===== src/rtl/oled_pkg.sv =====
// Shared display geometry, colour constants and coordinate width for the OLED frame compositor.
package oled_pkg;
    localparam int OLED_WIDTH  = 96;
    localparam int OLED_HEIGHT = 64;
    localparam int COORD_W     = 7;
    localparam logic [15:0] KEY_COLOR_DEFAULT = 16'hF81F;
    localparam logic [15:0] COLOR_WHITE       = 16'hFFFF;
endpackage


===== src/rtl/layer_priority_mux.sv =====
// Combinational layer selector: lowest-index enabled layer whose colour is not the key wins, else background.
module layer_priority_mux #(
    parameter int NUM_LAYERS = 4,
    parameter int COLOR_W    = 16,
    parameter logic [COLOR_W-1:0] KEY_COLOR = '1
) (
    input  logic [NUM_LAYERS*COLOR_W-1:0] layer_data,
    input  logic [NUM_LAYERS-1:0]         layer_en,
    input  logic [COLOR_W-1:0]            bg_color,
    output logic [COLOR_W-1:0]            color
);
    always_comb begin
        // NOTE: assign a default before any branch so no path leaves color unassigned (that would infer a latch).
        color = bg_color;
        // Walk from the highest index down so the lowest opaque layer is the last writer.
        for (int i = NUM_LAYERS - 1; i >= 0; i--) begin
            if (layer_en[i] && (layer_data[i*COLOR_W +: COLOR_W] != KEY_COLOR))
                color = layer_data[i*COLOR_W +: COLOR_W];
        end
    end
endmodule


===== src/rtl/oled_frame_compositor.sv =====
// OLED frame compositor: pixel scan counters, layer composition, cursor latch and click capture.
// Optional CURSOR_OVERLAY_EN draws a 3x3 white cursor above all layers.
module oled_frame_compositor
    import oled_pkg::*;
#(
    parameter int WIDTH        = OLED_WIDTH,
    parameter int HEIGHT       = OLED_HEIGHT,
    parameter int NUM_LAYERS   = 4,
    parameter int COLOR_W      = 16,
    parameter logic [COLOR_W-1:0] KEY_COLOR = COLOR_W'(KEY_COLOR_DEFAULT),
    parameter int CURSOR_SHIFT = 0
) (
    input  logic                          clock,
    input  logic                          reset_n,
    input  logic                          frame_begin,
    input  logic                          sample_pixel,
    output logic [COORD_W-1:0]            pixel_x,
    output logic [COORD_W-1:0]            pixel_y,
    input  logic [NUM_LAYERS*COLOR_W-1:0] layer_data,
    input  logic [NUM_LAYERS-1:0]         layer_en,
    input  logic [COLOR_W-1:0]            bg_color,
    output logic [COLOR_W-1:0]            pixel_data,
    input  logic [11:0]                   mouse_x,
    input  logic [11:0]                   mouse_y,
    input  logic                          mouse_left,
    output logic [COORD_W-1:0]            cursor_x,
    output logic [COORD_W-1:0]            cursor_y,
    output logic                          click_pulse,
    output logic [COORD_W-1:0]            click_x,
    output logic [COORD_W-1:0]            click_y,
    output logic [7:0]                    frame_count
);
    localparam logic [COORD_W-1:0] X_LAST = COORD_W'(WIDTH - 1);
    localparam logic [COORD_W-1:0] Y_LAST = COORD_W'(HEIGHT - 1);
    localparam logic [11:0]        X_CLAMP = 12'(WIDTH - 1);
    localparam logic [11:0]        Y_CLAMP = 12'(HEIGHT - 1);

    logic [COORD_W-1:0] x_cnt, y_cnt;
    logic [COLOR_W-1:0] layer_color, next_pixel;
    logic [11:0]        mouse_x_scaled, mouse_y_scaled;
    logic               mouse_left_q;

    assign pixel_x = x_cnt;
    assign pixel_y = y_cnt;
    assign mouse_x_scaled = mouse_x >> CURSOR_SHIFT;
    assign mouse_y_scaled = mouse_y >> CURSOR_SHIFT;

    layer_priority_mux #(
        .NUM_LAYERS (NUM_LAYERS),
        .COLOR_W    (COLOR_W),
        .KEY_COLOR  (KEY_COLOR)
    ) u_mux (
        .layer_data (layer_data),
        .layer_en   (layer_en),
        .bg_color   (bg_color),
        .color      (layer_color)
    );

`ifdef CURSOR_OVERLAY_EN
    logic in_cursor;
    // The >= guard keeps the subtraction from wrapping, so the square clips at the edge instead of wrapping to column 0.
    assign in_cursor = (x_cnt >= cursor_x) && ((x_cnt - cursor_x) < COORD_W'(3)) &&
                       (y_cnt >= cursor_y) && ((y_cnt - cursor_y) < COORD_W'(3));
    assign next_pixel = in_cursor ? '1 : layer_color;
`else
    assign next_pixel = layer_color;
`endif

    // NOTE: sequential state uses non-blocking assignments so every register samples pre-edge values.
    always_ff @(posedge clock or negedge reset_n) begin
        if (!reset_n) begin
            x_cnt <= '0;
            y_cnt <= '0;
        end else if (frame_begin) begin
            x_cnt <= '0;
            y_cnt <= '0;
        end else if (sample_pixel) begin
            if (x_cnt == X_LAST) begin
                x_cnt <= '0;
                y_cnt <= (y_cnt == Y_LAST) ? '0 : y_cnt + 1'b1;
            end else begin
                x_cnt <= x_cnt + 1'b1;
            end
        end
    end

    always_ff @(posedge clock or negedge reset_n) begin
        if (!reset_n) pixel_data <= '0;
        else          pixel_data <= next_pixel;
    end

    // Cursor only moves at frame boundaries so a frame never shows a torn cursor.
    always_ff @(posedge clock or negedge reset_n) begin
        if (!reset_n) begin
            cursor_x    <= '0;
            cursor_y    <= '0;
            frame_count <= '0;
        end else if (frame_begin) begin
            cursor_x    <= COORD_W'((mouse_x_scaled > X_CLAMP) ? X_CLAMP : mouse_x_scaled);
            cursor_y    <= COORD_W'((mouse_y_scaled > Y_CLAMP) ? Y_CLAMP : mouse_y_scaled);
            frame_count <= frame_count + 8'd1;
        end
    end

    always_ff @(posedge clock or negedge reset_n) begin
        if (!reset_n) begin
            mouse_left_q <= 1'b0;
            click_pulse  <= 1'b0;
            click_x      <= '0;
            click_y      <= '0;
        end else begin
            mouse_left_q <= mouse_left;
            click_pulse  <= mouse_left && !mouse_left_q;
            if (mouse_left && !mouse_left_q) begin
                click_x <= cursor_x;
                click_y <= cursor_y;
            end
        end
    end
endmodule

===== config.mk =====
export PLATFORM = sky130hd
export DESIGN_NAME = oled_frame_compositor
export DESIGN_NICKNAME = d
export VERILOG_FILES = /design/src/rtl/oled_pkg.sv /design/src/rtl/layer_priority_mux.sv /design/src/rtl/oled_frame_compositor.sv
export SDC_FILE = /design/constraint.sdc
export NUM_CORES = 1
export LEC_CHECK = 0
export BUFFER_PORTS_ARGS = -buffer_cell sky130_fd_sc_hd__buf_2
export CORE_ASPECT_RATIO = 1.75
export CORE_MARGIN = 2
export CORE_UTILIZATION = 47
export CTS_BUF_LIST = sky130_fd_sc_hd__clkbuf_16
export CTS_CLUSTER_DIAMETER = 60
export DETAILED_ROUTE_END_ITERATION = 7
export PLACE_DENSITY = 0.83
export SYNTH_ARGS = -nofsm -noshare
export SYNTH_HDL_FRONTEND = slang
export SYNTH_HIERARCHICAL = 1
export SYNTH_SLANG_ARGS = --single-unit

===== constraint.sdc =====
create_clock -name clock -period 2.37 [get_ports clock]
set_input_delay 0.3555 -clock clock [delete_from_list [all_inputs] [get_ports clock]]
set_output_delay 0.3555 -clock clock [all_outputs]
set_load 0.1 [all_outputs]

==> parameters.txt, run 1 <==
Parameter                              Value

Synth
  Number of synthesized register bits    68
  Number of synthesized flops with an enable pin    0
  Net count of the mapped netlist    451
  Number of unique standard cell types used by synthesis    48
  Top cell type by total area after synthesis    dfrtp_1
  Most frequent cell after synthesis    dfrtp_1
  Post-synthesis sequential area ratio    49.45%
  Commonest cells in the netlist    dfrtp_1, nor2_1, nand2_1, mux2_2
  Top cell type's share of synthesized area    49.45%
  Fraction of registers with async set or reset after synthesis    100.0%
  Warnings, synthesis    6
  Gate Count Post-Synth    335
  Most area-consuming cells after synthesis    dfrtp_1, nor2_1, nand2_1
  Top flip-flop cell by instance count after synthesis    dfrtp_1
  Post-synthesis average cell area    10.27 sq um
  Combined area of all synthesized cells    3441 sq um

Placed design
  Estimated wirelength of the detail-placed design    8156 microns
  Number of input and output port buffers inserted    179
  Routability Congestion    0.8995
  Total cell area at the placement stage    4466 sq um
  Worst slack at placement    0.05734 ns

Clocking
  Post-cts hold buffer count    0
  Clock latency on the worst-skew pair    0.33 ns
  Clock Pin Slew Worst Setup and Hold Paths    0.05 ns
  CTS H-Tree Depth    3
  Clock tree from TritonCTS    done
  # Post-CTS Setup Buffers    0
  PostCTS Resize Cnt    0
  CTS Root Cell    clkbuf_16
  Clock buffers created by TritonCTS    9
  Maximum clock insertion buffer count    2
  Clock sink total    68

STA
  Setup TNS Final    0 ns
  Count of final setup violators    0
  Final-report max-slew violation count    0
  Endpoints failing hold    0
  RSZ-0062 raised after global routing    false
  Worst slew margin relative to its limit    45.56%
  Final period utilization    83.71%
  Minimum setup slack in the final design    0.3860 ns
  Pin slew with the least headroom to its limit    0.8166 ns
  Final Skew    0.003641 ns
  Max Fclk    504.0 MHz
  Final critical-path required period    1.984 ns
  Worst Hold Margin    0.05234 ns

Global routing
  Via count of the first global-routing pass    3407
  Grt total ovfl    0
  Pin count of the biggest net entering global routing    42
  Number of antenna violations at the first check in global routing    0
  Global-route wire length before repair    15470 microns
  Overall routing resource usage    26.41%

Outcome
  Outcome    complete, no violations

Detailed routing
  Detailed-route vias per instance    5.541
  Via count of the routed design    3358
  Initial DRC count    186
  Remaining design rule violation count    0
  Antenna-violating nets left    0
  Routed length per instance    16.78 microns
  First drt pass iteration count    4
  Drt total wl    10170 microns

Setup path
  Data required time of the critical path    2.62 ns
  Crit-path max FO    32
  Type of element capturing the critical path    register
  CP Data Arrival Time    2.24 ns
  Type of the worst setup path    in2reg
  Critical Path Start Type    primary input

Die
  Initial core utilization    48.25%
  Die Span Y    117.2 microns
  Core Footprint    7131 sq um
  Width of the die    68.68 microns
  Row count    41
  Die footprint    8048 sq um
  Number of top-level pins    180

Cells and area
  Antenna diode count    0
  Synthesis-to-layout area growth    38.73%
  Post-layout util    66.94%
  Post-Layout Inst Area    4773 sq um
  Layout cells sized above 1    43.46%
  Number of nets in the layout    631

Power and ir drop
  Clk network pwr share    34.4%
  Sw frac    38.70%
  Part of the total power dissipated in sequential elements    34.0%
  Static power due to leakage    2.284 nW
  Cell-internal power    0.002442 W
  Cell Pwr Density    834.7 nW/um^2
  Net switching component of the power    0.001542 W
  Share of power burned in combinational logic    31.6%
  Maximum vdd ir drop    0.0004679 V

Flow run
  Max capacitance violation total    0

Min path
  Path type of the worst min-delay path    in2async
## power by group through the flow
stage / clock [W] / sequential (W) / combinational, W
2_1_floorplan: 0 / 0.00207 / 0.000235
3_3_place_gp: 0 / 0.00136 / 0.00125
3_5_place_dp: 0 / 0.00137 / 0.00126
4_1_cts: 0.00139 / 0.00135 / 0.00127
5_1_grt: 0.00144 / 0.00137 / 0.00133
6_report: 0.00137 / 0.00135 / 0.00126
## layer usage
metal / GRT usage (%) / share of wire, % / up-vias
li1: - / - / 1573
met3: 6.119 / 8.3 / 25
met5: 0 / 0 / -
met2: 50.83 / 56 / 183
met4: 15.07 / 3.7 / 0
met1: 23.59 / 32 / 1577
## final timing paths
kind | start | end | slack, ns | depth (start not counted)
setup reg to reg | pixel_x[0]$_DFFE_PN0P_ | pixel_y[3]$_DFFE_PN0P_ | 0.52 | 5
setup / recovery | layer_data[40] | pixel_data[6]$_DFF_PN0_ | 0.39 | 7
hold / removal | reset_n | pixel_y[0]$_DFFE_PN0P_ | 0.05 | 1
max in group asynchronous | reset_n | cursor_x[6]$_DFFE_PN0P_ | 1.68 | 2
hold reg to reg | click_x[5]$_DFFE_PN0P_ | click_x[5]$_DFFE_PN0P_ | 0.47 | 2
min in group clock | mouse_left | mouse_left_q$_DFF_PN0_ | 0.15 | 1
## critical path: stages
cell     delay (ns)
buf_2          0.11
or4b_1         0.57
o41ai_4        0.42
buf_12         0.22
nor2_1         0.06
a311o_1        0.33
a31oi_1        0.16
## cell usage in the layout, fill, tap and decap left out, drive strengths merged, types with 3 or more instances in the layout
cell type / n
xor2: 6
mux2i: 11
inv: 6
dfrtp: 68
a311o: 4
a21oi: 13
clkinv: 4
nand2: 44
buf: 188
or4bb: 3
a31oi: 14
mux2: 14
nand3: 3
xnor2: 7
or4b: 4
clkbuf: 9
ha: 3
nor2: 50
a211o: 10
o41ai: 3
o22a: 6
nand4: 8
and3: 3
nand4b: 6
o21ai: 11
## cell families after synthesis
group           synth area share (%)
xor+xnor                       3.309
fa+ha+maj                      1.091
simple gates                   19.49
compound gates                 15.60
buf+inv                        3.272
mux                            7.782
flops                          49.45
## flip-flops by register name (all words and copies together) (netlist names)
signal	flops
pixel_y	7
pixel_data	16
click_y	7
cursor_y	7
click_x	7
frame_count	8
pixel_x	7
click_pulse	1
cursor_x	7
mouse_left_q	1
## stage by stage
step / power [W] / cells
global route: 0.004141 / 606
CTS: 0.004009 / 606
detailed placement: 0.002633 / 590
floorplan: 0.002301 / 335
finish: 0.003984 / 606
global placement: 0.002610 / 590
## area by class of cell
cell class,instances,area (sq um)
Timing Repair Buffer,188,988.4
Clock buffer,9,225.2
Multi-Input combinational cell,243,1649
Clock inverter,7,82.58
Inverter,5,18.77
Sequential cell,68,1702
Fill cell,566,2357
Tap cell,86,107.6
(Power assumes the default switching activity.)
==> run 2: changes to the inputs <==
--- a/config.mk
+++ b/config.mk
@@ -8,11 +8,11 @@
 export BUFFER_PORTS_ARGS = -buffer_cell sky130_fd_sc_hd__buf_2
 export CORE_ASPECT_RATIO = 1.75
 export CORE_MARGIN = 2
-export CORE_UTILIZATION = 47
+export CORE_UTILIZATION = 45
 export CTS_BUF_LIST = sky130_fd_sc_hd__clkbuf_16
 export CTS_CLUSTER_DIAMETER = 60
 export DETAILED_ROUTE_END_ITERATION = 7
-export PLACE_DENSITY = 0.83
+export PLACE_DENSITY = 0.8
 export SYNTH_ARGS = -nofsm -noshare
 export SYNTH_HDL_FRONTEND = slang
 export SYNTH_HIERARCHICAL = 1
==> constraint.sdc (replaced) <==
create_clock -name clock -period 1.9 [get_ports clock]
set_input_delay 0.285 -clock clock [delete_from_list [all_inputs] [get_ports clock]]
set_output_delay 0.285 -clock clock [all_outputs]
set_load 0.1 [all_outputs]
==> run 2 against run 1 <==
Effect of this change: total power rose by 29%; count of clock-buffer cells in the layout unchanged; first-iteration DRC count is 6.5% higher; critical path depth is 1 higher; clock power rose by 34%; sequential power up 25%; setup slack lost 0.38 ns; die area up 4.2%; sequential share of layout area fell by 1.8 points; wire length fell by 1.2%; critical path type unchanged.
==> parameters.txt, run 2 (synthesis gave the netlist of run 1 again) <==
Parameter                              Value

Cells and area
  Post-Layout Inst Area    5041 sq um (+5.6%)
  Largest registers    pixel_data (16), frame_count (8)
  Commonest cells after routing, fill and taps aside    buf_2, dfrtp_1, nor2_1
  Number of filler instances in the final layout    608 (+7.4%)
  Most flop-heavy register    pixel_data
  Number of nets in the layout    656 (+4.0%)
  Synthesis-to-layout area growth    46.51%
  Number of flip-flops in the largest register    16 (unchanged)
  Antenna diode count    0 (unchanged)
  Area occupied by multi-input gates    1660 sq um (+0.68%)
  Commonest non-fill, non-tap cell in the layout    buf_2
  Sequential cell area    1707 sq um (+0.29%)
  Layout cells sized above 1    46.79% (+3.3 points)

STA
  Max Fclk    528.6 MHz
  Final period utilization    99.58%
  Endpoints failing hold    0 (unchanged)
  RSZ-0062 raised after global routing    true
  Final critical-path required period    1.892 ns
  Worst slew margin relative to its limit    64.63% (+19 points)
  Final-report max-slew violation count    0 (unchanged)
  Final Skew    0.005253 ns (+0.001612 ns)
  Worst Hold Margin    0.08853 ns (+0.03619 ns)
  Pin slew with the least headroom to its limit    0.5306 ns (-0.2860 ns)
  Count of final setup violators    0 (unchanged)

Global routing
  Grt total ovfl    0 (unchanged)
  Overall routing resource usage    23.41% (-3.0 points)
  Number of antenna violations at the first check in global routing    0 (unchanged)
  Via count of the first global-routing pass    3256 (-4.4%)
  Pin count of the biggest net entering global routing    47 (+12%)
  Global-route wire length before repair    15210 microns (-1.7%)

Detailed routing
  Via count of the routed design    3403 (+1.3%)
  Remaining design rule violation count    0 (unchanged)
  Drt total wl    10040 microns (-1.2%)
  Antenna-violating nets left    0 (unchanged)
  First drt pass iteration count    4 (unchanged)
  Routed length per instance    15.87 microns (-5.4%)
  Initial DRC count    198 (+6.5%)
  Detailed-route vias per instance    5.376 (-3.0%)

Setup path
  Data required time of the critical path    2.15 ns (-0.47 ns)
  Crit-path max FO    6 (-81%)
  Type of the worst setup path    in2reg
  Critical path, cell by cell    buf_6, or4b_4, o41ai_4, buf_4, clkbuf_16, nor2_4, a211o_1, a31oi_1
  Worst reg-to-reg setup slack    0.19 ns (-0.33 ns)
  Critical Path Start Type    primary input
  Crit path max-delay cell type    or4b_4
  CP Data Arrival Time    2.14 ns (-0.10 ns)
  Type of element capturing the critical path    register
  Peak per-stage delay on the critical path    0.54 ns (-0.03 ns)

Die
  Die footprint    8389 sq um (+4.2%)
  Die Span Y    119.7 microns (+2.1%)
  Initial core utilization    45.79% (-2.5 points)
  Number of top-level pins    180 (unchanged)
  Row count    42 (+2.4%)
  Core Footprint    7515 sq um (+5.4%)
  Width of the die    70.10 microns (+2.1%)

Clocking
  Maximum clock insertion buffer count    2 (unchanged)
  Clock sink total    68 (unchanged)
  CTS H-Tree Depth    3 (unchanged)
  Clock tree from TritonCTS    done
  Clock buffers created by TritonCTS    9 (unchanged)
  CTS Root Cell    clkbuf_16
  Clock Pin Slew Worst Setup and Hold Paths    0.06 ns (about the same)
  Clock latency on the worst-skew pair    0.32 ns (about the same)

Placed design
  Estimated wirelength of the detail-placed design    7965 microns (-2.3%)
  Routability Congestion    0.8730 (-2.9%)
  Total cell area at the placement stage    4616 sq um (+3.4%)
  Number of input and output port buffers inserted    179 (unchanged)

Power and ir drop
  Maximum vdd ir drop    0.0005920 V (+27%)
  Cell Pwr Density    1018 nW/um^2 (+22%)
  Static power due to leakage    2.419 nW (+5.9%)
  Post-route total power    0.005133 W (+29%)

Outcome
  Outcome    complete, no violations

Min path
  Path type of the worst min-delay path    in2reg

Flow run
  Max capacitance violation total    0 (unchanged)
-- run 2: cell types whose count changed in the layout (fill, tap and decap cells not counted), sizes merged --
| cell | previous run | this run |
|---|---|---|
| bufinv | 2 | 3 |
| dlygate4sd3 | 0 | 1 |
| clkinv | 4 | 3 |
| clkbuf | 9 | 10 |
| buf | 188 | 211 |
-- run 2: path summary, 6_finish.rpt --
path / startpoint / to / cells past startpoint
max: layer_data[42] / pixel_data[4]$_DFF_PN0_ / 8
min: mouse_left / mouse_left_q$_DFF_PN0_ / 1
max reg2reg: pixel_x[0]$_DFFE_PN0P_ / pixel_y[3]$_DFFE_PN0P_ / 5
min reg2reg: click_x[5]$_DFFE_PN0P_ / click_x[5]$_DFFE_PN0P_ / 2
max in group asynchronous: reset_n / pixel_data[10]$_DFF_PN0_ / 3
min in group asynchronous: reset_n / pixel_y[3]$_DFFE_PN0P_ / 2
-- run 2: through the flow --
step           TNS (ns)  util, %  setup slack, ns  cells
6_report              0    67.08         0.008071    633
5_1_grt        -0.03623    67.08         -0.02162    633
4_1_cts               0    65.97          0.04982    628
3_5_place_dp     -4.229    61.42          -0.2863    611
3_3_place_gp     -3.490    61.42          -0.2497    611
2_1_floorplan    -2.074        -          -0.2025    335
-- run 2: final cells by class --
| type | count | area share (%) |
|---|---|---|
| clock inverter | 7 | 2.110 |
| multi-input combinational | 243 | 32.94 |
| clock buffer | 9 | 4.468 |
| inverter | 5 | 0.3723 |
| tap | 88 | 2.184 |
| timing repair buffer | 213 | 24.08 |
| sequential | 68 | 33.85 |
-- run 2: layer usage --
layer	routed length, microns	global-route usage (%)	part of all wire [%]
met3	683	4.030	6.8
met4	460	12.98	4.6
met5	0	0	0
met1	3392	24.06	34
met2	5507	43.75	55
-- run 2: power breakdown --
part           total (W)  internal [W]  switching (W)
Sequential       0.00169       0.00157       0.000115
Combinational    0.00161      0.000382        0.00123
Clock            0.00183       0.00126       0.000566
-- run 2: critical path: cells and delay by family --
family | cells | cell delay (ns)
AO/OA/AOI/OAI | 3 | 0.82
buffers and inverters | 3 | 0.45
AND/OR/NAND/NOR | 2 | 0.58
-- run 2: repair_timing --
action,4_1_cts,5_1_grt
endpoints found under the hold margin,22,0
hold buffers,1,0
endpoints found under the setup margin,0,14
buffers inserted,0,3
resized for setup,0,6
